$ cat config.mk
export PLATFORM = sky130hd
export DESIGN_NAME = inv_pipeline
export DESIGN_NICKNAME = d
export VERILOG_FILES = /design/src/rtl/inv_pipeline_pkg.sv /design/src/rtl/inv_stage.sv /design/src/rtl/inv_pipeline.sv
export SDC_FILE = /design/constraint.sdc
export NUM_CORES = 1
export LEC_CHECK = 0
export CORE_MARGIN = 5
export CORE_UTILIZATION = 53
export CTS_CLUSTER_DIAMETER = 200
export DETAILED_ROUTE_END_ITERATION = 8
export PLACE_DENSITY = 0.84
export SYNTH_ARGS = -nofsm -noshare
export SYNTH_HDL_FRONTEND = slang
export SYNTH_SLANG_ARGS = --single-unit
$ cat constraint.sdc
create_clock -name clk -period 2.7 [get_ports clk]
set_input_delay 0.405 -clock clk [delete_from_list [all_inputs] [get_ports clk]]
set_output_delay 0.405 -clock clk [all_outputs]
set_load 0.02 [all_outputs]
$ cat src/rtl/inv_pipeline_pkg.sv
// rtl/inv_pipeline_pkg.sv - shared mode encoding and counter constants for inv_pipeline
package inv_pipeline_pkg;

    typedef enum logic [1:0] {
        INV     = 2'd0,
        PASS    = 2'd1,
        MASKINV = 2'd2,
        ZERO    = 2'd3
    } mode_t;

    localparam int COUNT_W = 16;
    localparam logic [COUNT_W-1:0] COUNT_MAX = '1;

endpackage

$ cat src/rtl/inv_stage.sv
// rtl/inv_stage.sv - one elastic register stage: valid bit, data word and advance logic
module inv_stage
    import inv_pipeline_pkg::*;
#(
    parameter int WIDTH = 8
) (
    input  logic             clk_i,
    input  logic             rst_i,
    input  logic             up_valid_i,
    input  logic [WIDTH-1:0] up_data_i,
    input  logic             down_ready_i,
    output logic             valid_o,
    output logic [WIDTH-1:0] data_o,
    output logic             advance_o
);

    logic             valid_q;
    logic             valid_d;
    logic [WIDTH-1:0] data_q;
    logic [WIDTH-1:0] data_d;

    // An empty stage can always load; a full one only when its word moves on.
    assign advance_o = !valid_q || down_ready_i;

    always_comb begin
        valid_d = valid_q;
        data_d  = data_q;
        if (advance_o) begin
            valid_d = up_valid_i;
            if (up_valid_i) begin
                data_d = up_data_i;
            end
        end
    end

    always_ff @(posedge clk_i) begin
        if (rst_i) begin
            valid_q <= 1'b0;
            data_q  <= '0;
        end else begin
            valid_q <= valid_d;
            data_q  <= data_d;
        end
    end

    assign valid_o = valid_q;
    assign data_o  = data_q;

endmodule

$ cat src/rtl/inv_pipeline.sv
// rtl/inv_pipeline.sv - DEPTH-stage elastic pipeline applying INV/PASS/MASKINV/ZERO to each word
module inv_pipeline
    import inv_pipeline_pkg::*;
#(
    parameter int WIDTH = 8,
    parameter int DEPTH = 3
) (
    input  logic               clk,
    input  logic               rst,
    input  logic               in_valid,
    output logic               in_ready,
    input  logic [WIDTH-1:0]   in_data,
    input  logic [1:0]         in_mode,
    input  logic [WIDTH-1:0]   in_mask,
    output logic               out_valid,
    input  logic               out_ready,
    output logic [WIDTH-1:0]   out_data,
    output logic [COUNT_W-1:0] out_count
);

    logic [WIDTH-1:0]   result;
    logic [COUNT_W-1:0] count_q;
    logic [COUNT_W-1:0] count_d;

    always_comb begin
        result = '0;
        case (mode_t'(in_mode))
            INV:     result = ~in_data;
            PASS:    result = in_data;
            MASKINV: result = in_data ^ in_mask;
            ZERO:    result = '0;
            default: result = '0;
        endcase
    end

    // Each stage sees its upstream neighbour's word and its downstream neighbour's advance.
    for (genvar i = 0; i < DEPTH; i++) begin : g_stage
        logic             up_valid;
        logic [WIDTH-1:0] up_data;
        logic             down_ready;
        logic             valid;
        logic [WIDTH-1:0] data;
        logic             advance;

        if (i == 0) begin : g_head
            assign up_valid = in_valid;
            assign up_data  = result;
        end else begin : g_link
            assign up_valid = g_stage[i-1].valid;
            assign up_data  = g_stage[i-1].data;
        end

        if (i == DEPTH - 1) begin : g_tail
            assign down_ready = out_ready;
        end else begin : g_mid
            assign down_ready = g_stage[i+1].advance;
        end

        inv_stage #(
            .WIDTH(WIDTH)
        ) u_stage (
            .clk_i       (clk),
            .rst_i       (rst),
            .up_valid_i  (up_valid),
            .up_data_i   (up_data),
            .down_ready_i(down_ready),
            .valid_o     (valid),
            .data_o      (data),
            .advance_o   (advance)
        );
    end

    assign in_ready  = !g_stage[0].valid || g_stage[0].advance;
    assign out_valid = g_stage[DEPTH-1].valid;
    assign out_data  = g_stage[DEPTH-1].data;

    // Delivery counter sticks at its maximum rather than wrapping.
    always_comb begin
        count_d = count_q;
        if (out_valid && out_ready && (count_q != COUNT_MAX)) begin
            count_d = count_q + 1'b1;
        end
    end

    always_ff @(posedge clk) begin
        if (rst) begin
            count_q <= '0;
        end else begin
            count_q <= count_d;
        end
    end

    assign out_count = count_q;

endmodule

* After elaboration in Yosys (flattened, before gate mapping)
Cells that the tools add are included.
Widths: inputs -> output; s select.
** Operators by class
- $add $sub $neg :: 1
- Equality and inequality tests :: 4
- Multiplexer cells :: 1
- Bitwise logic cells :: 2
- Reductions and logical operators :: 13
** Operators with widths (count)
- $pmux 8 s4 :: 1
- $add 16x1->16 const B :: 1
- $ne 16x16->1 const B :: 1
- $not 8->8 :: 1
- $xor 8x8->8 :: 1
- $reduce_and 2->1 :: 3
- $eq 2x2->1 const B :: 2
- $logic_or 1x1->1 :: 4
- $logic_not 1->1 :: 3
- $eq 2x1->1 const B :: 1
- $logic_and 1x1->1 :: 2
- $logic_not 2->1 :: 1
** Word-level totals
- Register bits after elaboration :: 43
- Bits of input ports :: 22
- Logic and storage cells :: 28

* Logic depth before layout (Yosys ltp)
Gate-level depths: netlist of the first run.
- Word-level depth :: 5
- Depth in mapped cells :: 6

* Hierarchy
Synthesis of the first run repeated with hierarchy kept, for this count alone.
** Unflattened totals
- Cell total of the unflattened synthesis :: 265
- Area total of the unflattened synthesis :: 2491.1 sq um
** By module, submodules not included
- inv_stage :: instances 3, cells each 41, area each 441.7 sq um, sequential area each 180.2 sq um
- inv_pipeline :: instances 1, cells each 142, area each 1166.1 sq um, sequential area each 320.3 sq um

* Worst setup path after synthesis of the first run
Ideal clock, no wire load.
- Path kind :: register -> register
- Start point :: reg count_q[2], in the netlist out_count[2]
- End point :: reg count_q[15], in the netlist out_count[15]
- Data arrival time :: 1779 ps
- Required time :: 2630 ps
- Slack :: 851 ps
- Cell stages (with the launch flop) :: 6
- Buffers on the path :: 1
- Clock period less this slack :: 1849 ps
- Cells stage by stage :: dfxtp_1 clkbuf_1 nand4_1 or4_4 or4_1 a21oi_1
** On the way
- Cells in the longest elaborated chain, start to end :: 2
- Elaborated cells on any way between the ends :: 3
** RTL lines
- start: declaration :: RTL line inv_pipeline.sv:22 : logic [COUNT_W-1:0] count_q;
- start signal: assignment :: RTL line inv_pipeline.sv:89 : count_q <= count_d;
- branches (longest 2 deep; another with $add 16x1->16)
Several ways; the timed one is not identified.
A chain may end at the register's enable or synchronous reset.

* Worst setup path in the final report of the first run
- Start point :: in out_ready
- End point :: out in_ready
** On the way
- Cells in the longest elaborated chain, start to end :: 4
** RTL lines
- start: declaration :: RTL line inv_pipeline.sv:16 : input logic out_ready,
- $logic_or 1x1->1 (3 in a row) :: RTL line inv_stage.sv:23 : assign advance_o = !valid_q || down_ready_i;
- $logic_or 1x1->1 :: RTL line inv_pipeline.sv:73 : assign in_ready = !g_stage[0].valid || g_stage[0].advance;
- end: declaration :: RTL line inv_pipeline.sv:11 : output logic in_ready,
Every way passes these cells.

==> results.sh, run 1 <==
export IMPL_die_area_um2=5220
export IMPL_cts_tree="built"
export IMPL_vias=1861
export IMPL_wl_um=4260
export IMPL_finalPower_uw=1220
export IMPL_ys_seq_elements=43
export IMPL_hpwl_um=3070
export IMPL_clockRootBuffer="clkbuf_8"
export IMPL_relSlewSlack_pct=55.5
export IMPL_avgSynthCellArea_um2=8.59
export IMPL_hold_path_depth=2
export IMPL_antenna_found_initial=0
export IMPL_drc=0
export IMPL_path_depth=3
export IMPL_rsz0062_at_grt="false"
export IMPL_nNetsFinal=302
export IMPL_ctsHoldBuffers=0
export IMPL_startpoint_type="input pin"
export IMPL_die_y_um=72.2
export IMPL_worstRegToRegCells=6
export IMPL_yosysSeqAreaShare_pct=42.0
export IMPL_finalHoldViolations=0
export IMPL_ys_top_cells_by_area="dfxtp_1 (42%), mux2_2 (6.0%), a21oi_1 (5.6%)"
export IMPL_worst_pin_slew_ns=0.666
export IMPL_crit_type="input pin to output port"
export IMPL_synth_fp_nets=262
export IMPL_drive_above_1_share_pct=12.1
export IMPL_core_um2=3720
export IMPL_crit_path_frequent_cell="clkdlybuf4s50_1"
export IMPL_post_drt_wl_per_cell_um=13.0
export IMPL_fin_util_pct=71.3
export IMPL_yosysTopAreaCellShare_pct=42.0
export IMPL_drt_iter0_markers=126
export IMPL_clkTransAtPathRegs_ns=0.07
export IMPL_layout_commonest_cell="clkdlybuf4s50_1"
export IMPL_crit_fanout=4
export IMPL_outcome="completed"
export IMPL_cp_top_family="buffers and inverters"
export IMPL_drv_cap=0
export IMPL_cts_sinks=43
export IMPL_skew_ns=0.00749
export IMPL_final_min_period_over_clock_period_pct=79.7
export IMPL_boundaryPins=48
export IMPL_cp_arrival_ns=1.75
export IMPL_cts_buffer_depth=2
export IMPL_slew_viol_final=0
export IMPL_leakage_uw=0.000949
export IMPL_ir_worst_vdd_mv=0.245
export IMPL_area_growth_pct=29.2
export IMPL_netlist_instances=239
export IMPL_initial_core_util_pct=55.2
export IMPL_synth_cell_types=30
export IMPL_gp_congestion=0.840
export IMPL_portBuffers=47
export IMPL_cp_slowest_cell="clkdlybuf4s50_1"
export IMPL_required_ns=2.30
export IMPL_cts_setup_buffers=0
export IMPL_hp_class="flop to flop"
export IMPL_powerDensity_nw_per_um2=460
export IMPL_track_usage_pct=16.5
export IMPL_multiInputGateArea_um2=1110
export IMPL_grt_pass1_vias=1587
export IMPL_insertion_delay_ns=0.29
export IMPL_max_freq_mhz=465
export IMPL_ys_warn_count=0
export IMPL_overflow=0
export IMPL_tns_ns=0
export IMPL_ant_nets=0
export IMPL_min_period_ns=2.15
export IMPL_yosysTopAreaCell="dfxtp_1"
export IMPL_setup_viol=0
export IMPL_cp_num_buf_inv=2
export IMPL_h_tree_depth=2
export IMPL_whs_ns=0.455
export IMPL_cts_made_buffers=5
export IMPL_diodes=0
export IMPL_vias_per_cell=5.67
export IMPL_grt_pass1_wl_um=7010
export IMPL_most_common_layout_cells="clkdlybuf4s50_1 (47), dfxtp_1 (43), a21oi_1 (23)"
export IMPL_n_fill_cell=301
export IMPL_slowest_delay_ns=0.64
export IMPL_endpoint_kind="output port"
export IMPL_firstDrtPassIters=4
export IMPL_grt_max_degree=25
export IMPL_syn_cell_area_um2=2050
export IMPL_register_area_um2=861
export IMPL_postCtsResizedCells=0
export IMPL_path_cells="clkdlybuf4s50_1 > nand4b_1 > clkdlybuf4s50_1"
export IMPL_die_x_um=72.2
export IMPL_rows=22
==> through the flow <==
stage	setup slack, ns	instance area [um^2]	cells
2_1_floorplan	0.851	2050	239
3_3_place_gp	0.449	2550	320
3_5_place_dp	0.438	2550	320
4_1_cts	0.544	2650	328
5_1_grt	0.457	2650	328
6_report	0.548	2650	328
==> power by group <==
part | leakage [uW] | internal (uW) | total (uW) | switching [uW]
registers | 0.000349 | 650 | 662 | 11.7
clock network | 0.0000515 | 233 | 433 | 199
logic | 0.000548 | 69.6 | 126 | 56.3
==> final cells by class <==
cell class	instances	area share [%]
clock buffers	8	3.78
well taps	48	2.27
flip-flops and latches	43	32.5
inverters	4	0.566
multi-input cells	174	42.0
repair buffers	51	18.9
==> synthesized netlist by cell type <==
cell type and count:
o31ai_1 8, buf_1 2, or4_4 1, nor4_1 3
o21ai_0 5, nand3_1 11, xor2_1 8, or3_1 7
mux2_2 11, mux2i_1 8, nor2_1 22, nand2b_1 1
or3b_2 1, clkbuf_1 16, dfxtp_1 43, nor2b_1 4
nor3_1 8, inv_1 4, nand4b_1 1, nand3_2 1
ha_1 1, nand3b_1 1, nor4b_1 1, and2_1 1
a21oi_1 23, or4_1 8, nand4_1 8, and3_1 1
nand2_1 22, o221a_2 8
==> layer usage <==
| layer | vias to the layer above | GRT usage (%) | part of all wire [%] |
|---|---|---|---|
| met5 | - | 0 | 0 |
| met4 | 0 | 7.52 | 1.2 |
| met3 | 4 | 4.16 | 6.8 |
| met2 | 57 | 24.2 | 44 |
| met1 | 856 | 22.7 | 48 |
| li1 | 944 | - | - |
==> cell families (layout without fill, tap and decap cells) <==
logic type	count (synthesis)	count (layout)	share of synthesized area (%)
and+or+nand+nor	102	102	25.9
AOI/OAI and AO/OA	44	44	14.1
DFF	43	43	42.0
buffers and inverters	22	63	4.02
muxes	19	19	9.94
xor gates and xnor gates	8	8	3.41
adders and majority gates	1	1	0.610
==> worst register-to-register path, delay by kind of cell (launching register included) <==
| family | cells | cell delay, ns |
|---|---|---|
| adders and majority gates | 1 | 0.24 |
| and+or+nand+nor | 3 | 0.72 |
| muxes | 1 | 0.27 |
| buffers and inverters | 1 | 0.28 |
| DFF | 1 | 0.49 |
==> sequential cells by signal, summed over array words and instances (netlist names) <==
signal and count:
g_stage.u_stage.data_o 24, out_count 16, g_stage.u_stage.valid_o 3
==> worst paths after layout <==
check / start / slack, ns / end
worst min-delay path: g_stage[1].u_stage.data_o[2] / 0.45 / g_stage[1].u_stage.data_o[2]
worst max register to register: out_count[0] / 0.59 / out_count[6]
worst min register to register: g_stage[1].u_stage.data_o[2] / 0.45 / g_stage[1].u_stage.data_o[2]
worst max-delay path: out_ready / 0.55 / in_ready
(Power assumes the default switching activity.)
==> inputs of run 2 (changes only) <==
--- a/config.mk
+++ b/config.mk
@@ -6,10 +6,10 @@
 export NUM_CORES = 1
 export LEC_CHECK = 0
 export CORE_MARGIN = 5
-export CORE_UTILIZATION = 53
+export CORE_UTILIZATION = 49
 export CTS_CLUSTER_DIAMETER = 200
 export DETAILED_ROUTE_END_ITERATION = 8
-export PLACE_DENSITY = 0.84
+export PLACE_DENSITY = 0.79
 export SYNTH_ARGS = -nofsm -noshare
 export SYNTH_HDL_FRONTEND = slang
 export SYNTH_SLANG_ARGS = --single-unit
==> constraint.sdc (replaced) <==
create_clock -name clk -period 2.1 [get_ports clk]
set_input_delay 0.315 -clock clk [delete_from_list [all_inputs] [get_ports clk]]
set_output_delay 0.315 -clock clk [all_outputs]
set_load 0.02 [all_outputs]
==> run 2 against run 1 <==
Sequential share of layout area shrank 1.1 points. Largest cell class unchanged. Clock skew shrank 0.0029 ns. Register-to-register slack got worse by 0.40 ns. Critical path type is now flop to flop.
==> results.sh, run 2 (synthesized netlist as in run 1, its figures left out) <==
export IMPL_reg2reg_slack_ns=0.19
export IMPL_finalHoldViolations=0
export IMPL_crit_fanout=7
export IMPL_setup_viol=0
export IMPL_tns_ns=0
export IMPL_cts_sinks=43
export IMPL_track_usage_pct=17.2
export IMPL_drv_cap=0
export IMPL_layout_commonest_cell="clkdlybuf4s50_1"
export IMPL_cts_setup_buffers=0
export IMPL_drt_iter0_markers=85
export IMPL_grt_pass1_wl_um=7650
export IMPL_post_drt_wl_per_cell_um=13.3
export IMPL_hold_path_depth=2
export IMPL_clkPwrFrac_pct=35.5
export IMPL_n_fill_cell=359
export IMPL_hpwl_um=3310
export IMPL_overflow=0
export IMPL_fin_area_um2=2750
export IMPL_vias=1883
export IMPL_endpoint_kind="flop"
export IMPL_slew_viol_final=0
export IMPL_final_min_period_over_clock_period_pct=91.0
export IMPL_h_tree_depth=2
export IMPL_diodes=0
export IMPL_whs_ns=0.456
export IMPL_crit_type="flop to flop"
export IMPL_nNetsFinal=314
export IMPL_clkTransAtPathRegs_ns=0.08
export IMPL_outcome="completed"
export IMPL_layout_cells_non_filler=342
export IMPL_critical_path_reg2reg_startpoint="out_count[8]"
export IMPL_initial_core_util_pct=50.9
export IMPL_r2r_end="out_count[13]"
export IMPL_hold_start="g_stage[1].u_stage.data_o[2]"
export IMPL_wl_um=4550
export IMPL_internal_power_uw=1230
export IMPL_gp_congestion=0.822
export IMPL_p_seq_share_pct=53.4
export IMPL_powerDensity_nw_per_um2=578
export IMPL_drive_above_1_share_pct=15.8
export IMPL_vias_per_cell=5.51
export IMPL_p_sw_uw=355
export IMPL_p_sw_share_pct=22.3
export IMPL_dp_cells=334
export IMPL_most_common_layout_cells="clkdlybuf4s50_1 (46), dfxtp_1 (43), a21oi_1 (23)"
export IMPL_portBuffers=47
export IMPL_rsz0062_at_grt="false"
export IMPL_area_growth_pct=33.8
export IMPL_dpl_cell_area_um2=2640
export IMPL_skew_ns=0.00454
export IMPL_max_freq_mhz=523
export IMPL_hp_class="flop to flop"
export IMPL_cp_arrival_ns=2.14
export IMPL_antenna_found_initial=0
export IMPL_multiInputGateArea_um2=1110
export IMPL_worstHoldEndpoint="g_stage[1].u_stage.data_o[2]"
export IMPL_required_ns=2.32
export IMPL_insertion_delay_ns=0.29
export IMPL_clockRootBuffer="clkbuf_8"
export IMPL_die_y_um=74.7
export IMPL_drc=0
export IMPL_worst_pin_slew_ns=0.670
export IMPL_cts_made_buffers=5
export IMPL_grt_pass1_vias=1717
export IMPL_rows=23
export IMPL_min_period_ns=1.91
export IMPL_die_area_um2=5580
export IMPL_core_um2=4030
export IMPL_grt_max_degree=22
export IMPL_finalPower_uw=1590
export IMPL_cts_tree="built"
export IMPL_firstDrtPassIters=4
export IMPL_largest_reg_flops=24
export IMPL_die_x_um=74.7
export IMPL_startpoint_type="flop"
export IMPL_register_area_um2=861
export IMPL_leakage_uw=0.00101
export IMPL_relSlewSlack_pct=55.2
export IMPL_cts_buffer_depth=2
export IMPL_ant_nets=0
export IMPL_power_frac_comb_pct=11.1
export IMPL_ir_worst_vdd_mv=0.261
export IMPL_boundaryPins=48
export IMPL_worstRegToRegCells=4
-- run 2: timing repair --
item,4_1_cts,5_1_grt
setup endpoints to repair,0,1
resized for setup,0,1
hold buffers,0,0
-- run 2: metrics by stage --
step | utilization, % | worst slack, ns
finish | 68.2 | 0.188
CTS | 68.1 | 0.0594
global route | 68.2 | 0.121
detailed placement | 65.6 | -0.0574
global placement | 65.6 | -0.0129
floorplan | - | 0.251
-- run 2: power by group through the flow --
| stage | registers (uW) | clock network [uW] | logic (uW) |
|---|---|---|---|
| floorplan | 867 | 0 | 99.9 |
| global placement | 866 | 0 | 172 |
| detailed placement | 867 | 0 | 175 |
| CTS | 848 | 575 | 176 |
| global route | 850 | 613 | 192 |
| finish | 847 | 564 | 175 |
-- run 2: final cells by class --
cell class                 count  share of cell area, %
multi-input combinational    174                   40.6
sequential                    43                   31.3
timing repair buffer          63                   21.6
clock buffer                   8                   3.64
tap                           50                   2.28
inverter                       4                  0.547
-- run 2: worst max-delay path, stage by stage, from the launching register on --
cell	delay [ns]
dfxtp_1	0.44
nand4_1	0.23
or4_1	0.58
or4_1	0.42
a21oi_1	0.17
-- run 2: worst max path at each step --
stage,slack (ns),startpoint,cells past startpoint,to
detailed placement,-0.06,out_ready,5,out_count[15]
finish,0.19,out_count[8],4,out_count[13]
global placement,-0.01,out_ready,5,out_count[15]
CTS,0.06,out_ready,4,in_ready
global route,0.12,out_count[2],4,out_count[12]
floorplan,0.25,out_count[2],5,out_count[15]
-- run 2: routing by layer --
metal,wire length [um],up-vias,track usage (%)
li1,-,967,-
met1,2140,860,22.7
met2,2100,49,27.9
met3,238,7,3.47
met4,66,0,6.52
met5,0,-,0
==> inputs of run 3 (changes only) <==
--- a/config.mk
+++ b/config.mk
@@ -10,6 +10,7 @@
 export CTS_CLUSTER_DIAMETER = 200
 export DETAILED_ROUTE_END_ITERATION = 8
 export PLACE_DENSITY = 0.79
+export SLEW_MARGIN = 5
 export SYNTH_ARGS = -nofsm -noshare
 export SYNTH_HDL_FRONTEND = slang
 export SYNTH_SLANG_ARGS = --single-unit
==> constraint.sdc (replaced) <==
create_clock -name clk -period 2 [get_ports clk]
set_input_delay 0.3 -clock clk [delete_from_list [all_inputs] [get_ports clk]]
set_output_delay 0.3 -clock clk [all_outputs]
set_load 0.02 [all_outputs]
==> run 3 against run 2 <==
Core utilization up 1.2 points. Wire length up 2.7%. Total power up 18%. Via count up 3.8%. Combinational power up 6%. Final cell count up 0.58%. Sequential power up 5.1%. Worst hold slack better by 0.0033 ns. Design area up 1.8%. Maximum frequency up 0.62%. Critical path depth unchanged. Critical endpoint unchanged. Highest routed layer unchanged.
==> results.sh, run 3 (synthesized netlist as in run 1, its figures left out) <==
export IMPL_outcome="completed"
export IMPL_hold_start="g_stage[1].u_stage.data_o[2]"
export IMPL_largest_reg_flops=24
export IMPL_h_tree_depth=2
export IMPL_cts_made_buffers=5
export IMPL_grt_max_degree=28
export IMPL_diodes=0
export IMPL_ctsHoldBuffers=0
export IMPL_worstHoldEndpoint="g_stage[1].u_stage.data_o[2]"
export IMPL_ir_worst_vdd_mv=0.406
export IMPL_slowest_delay_ns=0.60
export IMPL_portBuffers=47
export IMPL_insertion_delay_ns=0.30
export IMPL_setup_viol=0
export IMPL_clkTransAtPathRegs_ns=0.08
export IMPL_crit_fanout=6
export IMPL_core_um2=4030
export IMPL_leakage_uw=0.00103
export IMPL_gp_congestion=0.832
export IMPL_min_period_ns=1.90
export IMPL_top_layer="met4"
export IMPL_wl_um=4670
export IMPL_drv_cap=0
export IMPL_die_x_um=74.7
export IMPL_finalPower_uw=1870
export IMPL_initial_core_util_pct=50.9
export IMPL_firstDrtPassIters=5
export IMPL_clockRootBuffer="clkbuf_8"
export IMPL_cp_arrival_ns=2.13
export IMPL_n_fill_cell=340
export IMPL_area_growth_pct=36.2
export IMPL_drive_above_1_share_pct=17.0
export IMPL_whs_ns=0.460
export IMPL_slew_viol_final=0
export IMPL_grt_pass1_vias=1713
export IMPL_worst_pin_slew_ns=0.336
export IMPL_hpwl_um=3320
export IMPL_cp_slowest_cell="or4_1"
export IMPL_r2r_end="out_count[13]"
export IMPL_relSlewSlack_pct=77.5
export IMPL_rsz0062_at_grt="false"
export IMPL_cts_sinks=43
export IMPL_crit_path_frequent_cell="or4_1"
export IMPL_ant_nets=0
export IMPL_vias=1954
export IMPL_reg2reg_slack_ns=0.1
export IMPL_critical_path_reg2reg_startpoint="out_count[9]"
export IMPL_die_area_um2=5580
export IMPL_layout_commonest_cell="clkdlybuf4s50_1"
export IMPL_drt_met1_wl_um=2120
export IMPL_startpoint_type="flop"
export IMPL_drt_iter0_markers=136
export IMPL_most_common_layout_cells="clkdlybuf4s50_1 (46), dfxtp_1 (42), a21oi_1 (23)"
export IMPL_hold_path_depth=2
export IMPL_cts_tree="built"
export IMPL_grt_pass1_wl_um=7770
export IMPL_post_drt_wl_per_cell_um=13.6
export IMPL_track_usage_pct=17.7
export IMPL_cts_buffer_depth=2
export IMPL_antenna_found_initial=0
export IMPL_finalHoldViolations=0
export IMPL_dr_wl_met3_um=324
export IMPL_required_ns=2.23
export IMPL_crit_type="flop to flop"
export IMPL_overflow=0
export IMPL_nNetsFinal=316
export IMPL_cp_top_family="simple AND/OR/NAND/NOR gates"
export IMPL_endpoint_kind="flop"
export IMPL_worstRegToRegCells=4
export IMPL_cts_setup_buffers=0
export IMPL_dr_wl_met2_um=2160
export IMPL_powerDensity_nw_per_um2=667
export IMPL_final_min_period_over_clock_period_pct=95.0
export IMPL_rows=23
export IMPL_die_y_um=74.7
export IMPL_vias_per_cell=5.68
export IMPL_hp_class="flop to flop"
export IMPL_boundaryPins=48
export IMPL_path_cells="nand4_1 > or4_1 > or4_1 > a21oi_1"
export IMPL_skew_ns=0.00372
export IMPL_max_freq_mhz=526
export IMPL_drc=0
export IMPL_cp_num_buf_inv=0
run 3: cell types whose count changed in the layout (fill, tap and decap cells not counted):
cell / delta
buf_4: +2
bufinv_16: +2
clkbuf_8: -2
dfxtp_1: -1
dfxtp_2: +1
dlygate4sd2_1: +1
dlymetal6s2s_1: -1
or4_1: -1
or4_4: +1
run 3: worst min-delay path: stages, from the launching register on:
cell and delay [ns]:
dfxtp_1 0.31, nand2_1 0.05, a21oi_1 0.05
run 3: what timing repair did:
action,in CTS,in global routing
endpoints found under the setup margin,1,3
pin swaps,0,1
gates resized for setup,1,2
run 3: worst max-delay path by stage:
stage,slack (ns),endpoint,cells after the start,start
5_1_grt,0.0005,out_count[10],5,out_count[0]
3_3_place_gp,-0.1,out_count[15],5,out_ready
4_1_cts,0.09,out_count[12],5,out_count[1]
6_report,0.1,out_count[13],4,out_count[9]
3_5_place_dp,-0.15,out_count[15],5,out_ready
2_1_floorplan,0.15,out_count[15],5,out_count[2]
run 3: power by group:
part	internal (uW)	switching, uW
clock network	499	291
registers	877	12.4
logic	103	82.9
run 3: through the flow:
step / setup slack [ns] / TNS, ns / utilization, % / instance area [um^2] / cells
after floorplan: 0.151 / 0 / - / 2050 / 239
after global placement: -0.0970 / -0.171 / 66.0 / 2660 / 336
after detailed placement: -0.146 / -0.482 / 66.0 / 2660 / 336
after CTS: 0.0885 / 0 / 69.3 / 2790 / 344
after global routing: 0.000453 / 0 / 69.4 / 2800 / 344
final: 0.100 / 0 / 69.4 / 2800 / 344
run 3: layout make-up:
cell class	count	area (um^2)	area share [%]
Clock buffer	6	72.6	2.60
Sequential cell	43	862	30.8
Multi-Input combinational cell	174	1120	40.0
Inverter	4	15.0	0.537
Tap cell	50	62.6	2.24
Clock inverter	2	60.1	2.15
Timing Repair Buffer	65	604	21.6
run 3: per-layer routing:
layer  vias up  track usage [%]
li1        976                -
met5         -                0
met1       898             23.1
met4         0             7.11
met3         8             4.01
met2        72             28.5
==> variant: new RTL, settings of run 2 <==
Set the package constant `COUNT_W` to 32 (it was 16).
--- a/src/rtl/inv_pipeline_pkg.sv
+++ b/src/rtl/inv_pipeline_pkg.sv
@@ -9,5 +9,5 @@
     } mode_t;
 
-    localparam int COUNT_W = 16;
+    localparam int COUNT_W = 32;
     localparam logic [COUNT_W-1:0] COUNT_MAX = '1;
 
Ports: changed (resized out_count); port bits go from 48 to 64. No check against the original RTL was run, so the function may have changed too.
==> variant against run 2 <==
Die area grew 41%. Highest routed layer unchanged. Routed wire length grew 73%. Total power rose by 49%. First-iteration DRC count increased by 78%. Sequential cell count grew 16. Worst setup slack worse by 0.095 ns. Area after synthesis up 48%. Combinational power rose by 5%. Cell area grew 52%.
==> variant: results (changes against run 2) <==
Outcome: completed (unchanged). The XOR/XNOR share of the synthesized area is 2.305% (was 3.415%). The number of port buffers came out at 63 (was 47).

The routed via count is 3018 (was 1883). The net count after synthesis came to 387 (was 262). The power in the clock group is 1030 uW (was 564 uW). The initial detailed-routing violation count came to 151 (was 85).

The placement-stage worst setup slack came to -0.1322 ns (was -0.05744 ns). The sequential area share after synthesis came out at 38.86% (was 41.95%). The fraction of the mapped netlist area in adder cells came out at 0.4117% (was 0.6098%). The total routing usage reported by global routing is 21.43% (was 17.24%). The total power after layout was 2363 uW (was 1587 uW). The routability-driven placement congestion ratio is 0.8293 (was 0.8219). The flip-flop count of the largest register after layout is 32 (was 24). The total instance count after detailed placement came out at 523 (was 334). The mux cell area share after synthesis is 7.328% (was 9.939%). The worst stage delay on the critical path is 0.46 ns (was 0.58 ns). Most frequent cells after synthesis: dfxtp_1, nor2_1, a21oi_1, nand2_1, nand3_1 (was dfxtp_1, a21oi_1, nand2_1, nor2_1, clkbuf_1). The number of distinct standard cells referenced by the synthesized netlist is 46 (was 30). The total routed wirelength is 7.843 mm (was 4.545 mm). The vias per cell came out at 5.610 (was 5.506). Cell types occupying the most area after synthesis: dfxtp_1, a21oi_1, nor2_1 (was dfxtp_1, mux2_2, a21oi_1). The final setup skew came out at 0.004871 ns (was 0.004545 ns). The part of the total power dissipated in combinational logic came out at 7.7% (was 11.1%).

The post-synthesis compound-gate area fraction came out at 14.12% (was 14.15%).
-- variant: changes by cell type after synthesis, moves of 4 or more --
cell	before	now
nor2_1	22	39
dfxtp_1	43	59
a21oi_1	23	38
nand2_1	22	35
nand3_1	11	21
o221a_2	8	0
o22ai_1	0	8
o21ai_0	5	12
clkbuf_1	16	10
or3_1	7	13
nor3_1	8	13
buf_2	0	4
o31ai_1	8	12
or4_1	8	12
-- variant: area by class of cell --
| cell class | count | area [sq um] |
|---|---|---|
| fillers | 473 | 1805 |
| multi-input cells | 279 | 1758 |
| flip-flops and latches | 59 | 1181 |
| repair buffers | 104 | 935.9 |
| clock buffers | 13 | 158.9 |
| well taps | 75 | 93.84 |
| clock inverters | 2 | 35.03 |
| inverters | 6 | 22.52 |
-- variant: worst reg2reg max path, delay by kind of cell, from the launching register on --
| kind | cells | cell delay, ns |
|---|---|---|
| simple gates | 4 | 1.14 |
| compound gates | 1 | 0.16 |
| fa+ha+maj | 1 | 0.17 |
| flops | 1 | 0.34 |
| buf+inv | 1 | 0.13 |
-- variant: repair_timing --
| action | 4_1_cts | 5_1_grt |
|---|---|---|
| endpoints found under the setup margin | 1 | 13 |
| pin swaps | 0 | 2 |
| gates resized for setup | 2 | 5 |
-- variant: path summary, 6_finish.rpt --
check | to | depth (start not counted) | slack [ns]
min | g_stage[1].u_stage.data_o[4]$_SDFFE_PP0P_ | 2 | 0.45
max reg2reg | out_count[10]$_SDFFE_PP0P_ | 7 | 0.09
min reg2reg | g_stage[1].u_stage.data_o[4]$_SDFFE_PP0P_ | 2 | 0.45
max | out_count[10]$_SDFFE_PP0P_ | 7 | 0.09
-- variant: metal layers --
metal / wire length (um) / GRT usage (%)
met5: 0 / 0
met1: 3486 / 26.37
met2: 3766 / 35.70
met4: 93 / 8.379
met3: 497 / 5.587
